===== config.mk =====
export PLATFORM = sky130hd
export DESIGN_NAME = seq_shift_unit
export DESIGN_NICKNAME = d
export VERILOG_FILES = /design/src/rtl/seq_shift_unit.sv
export SDC_FILE = /design/constraint.sdc
export NUM_CORES = 1
export LEC_CHECK = 0
export BUFFER_PORTS_ARGS = -buffer_cell sky130_fd_sc_hd__buf_2
export CAP_MARGIN = 15
export CORE_UTILIZATION = 45
export DETAILED_ROUTE_END_ITERATION = 7
export PLACE_DENSITY = 0.67
export SLEW_MARGIN = 15
export SYNTH_ARGS = -nofsm -noshare
export SYNTH_HDL_FRONTEND = slang
export SYNTH_SLANG_ARGS = --single-unit

===== constraint.sdc =====
create_clock -name Clock -period 1.6 [get_ports Clock]
set_clock_uncertainty 0.1 [all_clocks]
set_input_delay 0.08 -clock Clock [delete_from_list [all_inputs] [get_ports Clock]]
set_output_delay 0.08 -clock Clock [all_outputs]
set_load 0.02 [all_outputs]

===== src/rtl/seq_shift_unit.sv =====
// Multi-cycle shifter: one bit position per clock, logical/arithmetic/rotate, left or right.
// Latency: Done pulses in the cycle after edge t0+max(Amount,1); Start is ignored while Busy.
module seq_shift_unit #(
    parameter int WIDTH = 8,
    parameter int AMT_W = 3
) (
    input  logic             Clock,
    input  logic             Reset,
    input  logic             Start,
    input  logic             LRSelect,
    input  logic [1:0]       Mode,
    input  logic [AMT_W-1:0] Amount,
    input  logic [WIDTH-1:0] ShifterInput,
    output logic             Busy,
    output logic             Done,
    output logic [WIDTH-1:0] ShifterOutput,
    output logic             Shift_Out_Bit
);

    localparam logic [1:0] ST_IDLE  = 2'd0;
    localparam logic [1:0] ST_SHIFT = 2'd1;
    localparam logic [1:0] ST_DONE  = 2'd2;

    localparam logic [1:0] MODE_LOG   = 2'b00;
    localparam logic [1:0] MODE_ARITH = 2'b01;
    localparam logic [1:0] MODE_ROT   = 2'b10;

    logic [1:0]       state_q,   state_d;
    logic [WIDTH-1:0] data_q,    data_d;
    logic             dir_q,     dir_d;
    logic [1:0]       mode_q,    mode_d;
    logic [AMT_W-1:0] cnt_q,     cnt_d;
    logic             out_bit_q, out_bit_d;
    logic             done_q,    done_d;
    logic             zero_q,    zero_d;

    logic [WIDTH-1:0] step_dat;
    logic             step_bit;
    logic             accept;

    // Single 1-bit step of the working register in the latched direction/mode.
    always_comb begin
        step_dat = data_q;
        step_bit = 1'b0;
        if (!dir_q) begin
            step_bit = data_q[WIDTH-1];
            step_dat = {data_q[WIDTH-2:0], 1'b0};
            if (mode_q == MODE_ROT) begin
                step_dat[0] = data_q[WIDTH-1];
            end
        end else begin
            step_bit = data_q[0];
            step_dat = {1'b0, data_q[WIDTH-1:1]};
            if (mode_q == MODE_ROT) begin
                step_dat[WIDTH-1] = data_q[0];
            end else if (mode_q == MODE_ARITH) begin
                step_dat[WIDTH-1] = data_q[WIDTH-1];
            end
        end
    end

    assign accept = Start && (state_q != ST_SHIFT);

    always_comb begin
        state_d   = state_q;
        data_d    = data_q;
        dir_d     = dir_q;
        mode_d    = mode_q;
        cnt_d     = cnt_q;
        out_bit_d = out_bit_q;
        zero_d    = zero_q;
        done_d    = 1'b0;

        case (state_q)
            ST_SHIFT: begin
                data_d    = step_dat;
                out_bit_d = step_bit;
                cnt_d     = cnt_q - AMT_W'(1);
                if (cnt_q == AMT_W'(1)) begin
                    state_d = ST_DONE;
                    done_d  = 1'b1;
                end
            end
            ST_DONE: begin
                // A zero-amount operation reaches DONE one edge early, so its pulse is delayed here.
                done_d  = zero_q;
                state_d = ST_IDLE;
            end
            ST_IDLE: begin
                state_d = ST_IDLE;
            end
            default: begin
                state_d = ST_IDLE;
            end
        endcase

        if (accept) begin
            data_d    = ShifterInput;
            dir_d     = LRSelect;
            mode_d    = (Mode == 2'b11) ? MODE_LOG : Mode;
            cnt_d     = Amount;
            zero_d    = (Amount == '0);
            out_bit_d = 1'b0;
            state_d   = (Amount != '0) ? ST_SHIFT : ST_DONE;
        end
    end

    always_ff @(posedge Clock or posedge Reset) begin
        if (Reset) begin
            state_q   <= ST_IDLE;
            data_q    <= '0;
            dir_q     <= 1'b0;
            mode_q    <= MODE_LOG;
            cnt_q     <= '0;
            out_bit_q <= 1'b0;
            done_q    <= 1'b0;
            zero_q    <= 1'b0;
        end else begin
            state_q   <= state_d;
            data_q    <= data_d;
            dir_q     <= dir_d;
            mode_q    <= mode_d;
            cnt_q     <= cnt_d;
            out_bit_q <= out_bit_d;
            done_q    <= done_d;
            zero_q    <= zero_d;
        end
    end

    assign Busy          = (state_q == ST_SHIFT);
    assign Done          = done_q;
    assign ShifterOutput = data_q;
    assign Shift_Out_Bit = out_bit_q;

endmodule

==> qor.txt <==
pin count of the biggest net entering global routing: 22
Max VDD drop: 0.8972 mV
Gates resized, CTS repair: 0
vias: 920
non-filler cells, final: 178
pwr dens: 1735 nW/µm²
status: complete, no violations
# setup viols final: 0
Reg2Reg Setup Slack: 0.10 ns
top cells by area, synth: dfrtp_1, mux2i_1, a21oi_1, a211oi_1, nand2_1
Crit path largest cell delay: 0.61 ns
Ant. Diodes: 0
Die ar.: 2519 µm²
clock latency on the worst-skew pair: 0.30 ns
Final HPWL DP: 1683 µm
highest-delay cell along the critical path: dlygate4sd3_1
Worst Hold End: cnt_q[1]
root buf cell: clkbuf_4
PortBufs: 27
H-tree Lvls: 1
Worst-path clk slew: 0.11 ns
total gr overflow: 0
DRC: 0
Worst Setup SP: Amount[0]
worst rel slew slack: 0.7539
crit path cell chain: dlygate4sd3_1, buf_2, nor3_1, dlygate4sd3_1, nand2_1, nand2_1
CP arrival: 1.71 ns
synthesized cell area: 1045 µm²
clk sinks: 19
initial antenna violation count: 0
setup TNS: 0 ns
overall power: 2.389 mW
Die Y: 50.19 µm
Mapped Nets: 125
total global-route track usage: 0.2197
fmax: 642.3 MHz
Cells after DPL: 160
# nets final: 172
register area share after synthesis: 0.4551
TritonCTS clock tree: done
area grow syn2layout: 31.86%
post-synthesis register bit count: 19
Min-Delay Path Class: in -> reg
Mapped Cells: 104
crit path time final: 1.557 ns
WL met2: 1239 µm
WL met1: 1091 µm
delay-heaviest family, CP: buffers and inverters
Synth cell types: 27
cts bufs inserted: 3
Setup crit start kind: input port
Max FO, Critical Path: 2
Worst Max-Slew Pin Slew: 0.3692 ns
initial drt markers: 13
drt wl/cell: 13.64 µm
Fin. Hold Viols: 0
Placer Congestion: 0.8288
Yosys warning total: 0
Routed WL: 2428 µm
Worst R2R Start: state_q[1]
fin crit share: 0.9731
area leader, netlist: dfrtp_1
Slew Limit Fails: 0
Initial Util: 0.4769
Reg area: 475.5 µm²
Multi-input gate area: 498.0 µm²
crit path buf inv count: 3
Worst R2R Path Depth: 6
deepest clock path buffer count: 2
IO Count: 28
routed wl met3: 61 µm
Rows: 17
Fillers: 203
LEAKAGE: 0.6823 nW
RSZ-0062 raised after global routing: false
Critical R2R Capture: ShifterOutput[7]
Hold Path Stages: 4
DR top layer: met4
number of setup buffers added after CTS: 0
DRT Pass-1 Iters: 4
Vias per Instance: 5.169
leading cell type in the layout, fill and taps excluded: buf_2
core footprint: 2191 µm²
CP Capture Type: flip-flop
first-pass GRT wire length: 4160 µm
Worst EP required: 1.75 ns
commonest non-fill, non-tap cells in the layout: buf_2, dfrtp_1, nand2_1, dlygate4sd3_1, a21oi_1
vias in the first global route: 968
antenna-violating nets left: 0
critical setup path kind: in -> reg
Synth Area per Inst: 10.05 µm²
top cell type's share of synthesized area: 0.4551
HP Start: Amount[1]
Die Wd: 50.19 µm
max_cap viols: 0
layout cells sized above 1: 0.2600
where the power goes:
| part | leakage [nW] | switching, mW | total (mW) | internal [mW] |
|---|---|---|---|---|
| sequential | 0.233 | 0.208 | 0.902 | 0.694 |
| combinational | 0.435 | 0.680 | 1.24 | 0.558 |
| clock | 0.0150 | 0.153 | 0.250 | 0.0972 |
| total | 0.682 | 1.04 | 2.39 | 1.35 |
worst min-delay path, stage by stage:
cell and delay, ns:
buf_2 0.11, nand2_1 0.05, o211a_1 0.13, a21oi_1 0.04
how the worst max path moves through the flow:
stage          slack (ns)  cells past startpoint          endpoint
6_report             0.04                      6        state_q[1]
5_1_grt             0.002                      6        state_q[1]
4_1_cts              0.12                      6  ShifterOutput[7]
3_5_place_dp         0.15                      6  ShifterOutput[7]
3_3_place_gp         0.21                      5          cnt_q[0]
2_1_floorplan        0.14                      5          cnt_q[0]
layout make-up:
| type | instances | share of cell area |
|---|---|---|
| sequential | 19 | 0.3451 |
| tap | 28 | 0.02543 |
| multi-input combinational | 74 | 0.3615 |
| inverter | 6 | 0.01635 |
| timing repair buffer | 47 | 0.2325 |
| clock buffer | 4 | 0.01907 |
cell usage after synthesis:
cell type  instances
dfrtp_1           19
nand2_1           14
a21oi_1           11
mux2i_1            8
nor2b_1            8
a211oi_1           7
inv_1              5
ha_1               4
buf_6              3
nor2_1             3
o21ai_0            3
a22oi_1            2
buf_4              2
nand3b_1           2
a311o_1            1
and2b_1            1
and4b_1            1
and4bb_2           1
inv_2              1
nand2b_1           1
nand2b_2           1
nand4b_1           1
nor3_1             1
o211a_1            1
o21ai_1            1
o32ai_1            1
xor2_1             1
cells by family after synthesis:
logic type | after synthesis | synth area share
AO/OA/AOI/OAI | 27 | 0.1641
multiplexers | 8 | 0.07665
flip-flops | 19 | 0.4551
XOR/XNOR | 1 | 0.008385
adder cells (fa/ha/maj) | 4 | 0.04791
buffers and inverters | 11 | 0.06826
AND/OR/NAND/NOR | 34 | 0.1796
metrics by stage:
stage,hold slack [ns],cell area (µm²),util,setup slack [ns]
floorplan,-0.06887,1045,-,0.1429
global placement,0.01195,1211,0.5528,0.2150
detailed placement,0.01934,1211,0.5528,0.1457
CTS,0.02709,1378,0.6288,0.1183
global route,0.04669,1378,0.6288,0.001511
finish,0.03936,1378,0.6288,0.04311
per-layer routing:
metal / up-vias / global-route usage
li1: 461 / -
met1: 437 / 0.2564
met2: 18 / 0.3911
met3: 4 / 0.02727
met4: 0 / 0.1095
met5: - / 0
timing repair:
| action | in CTS | in global routing |
|---|---|---|
| setup endpoints to repair | 0 | 0 |
| hold endpoints to repair | 33 | 0 |
| hold buffers | 14 | 0 |
state kept, by name, indices dropped and copies added (netlist names):
| signal | flops |
|---|---|
| dir_q | 1 |
| cnt_q | 3 |
| mode_q | 2 |
| Shift_Out_Bit | 1 |
| Done | 1 |
| zero_q | 1 |
| ShifterOutput | 8 |
| state_q | 2 |
No activity file was read; power rests on OpenSTA's default activity.
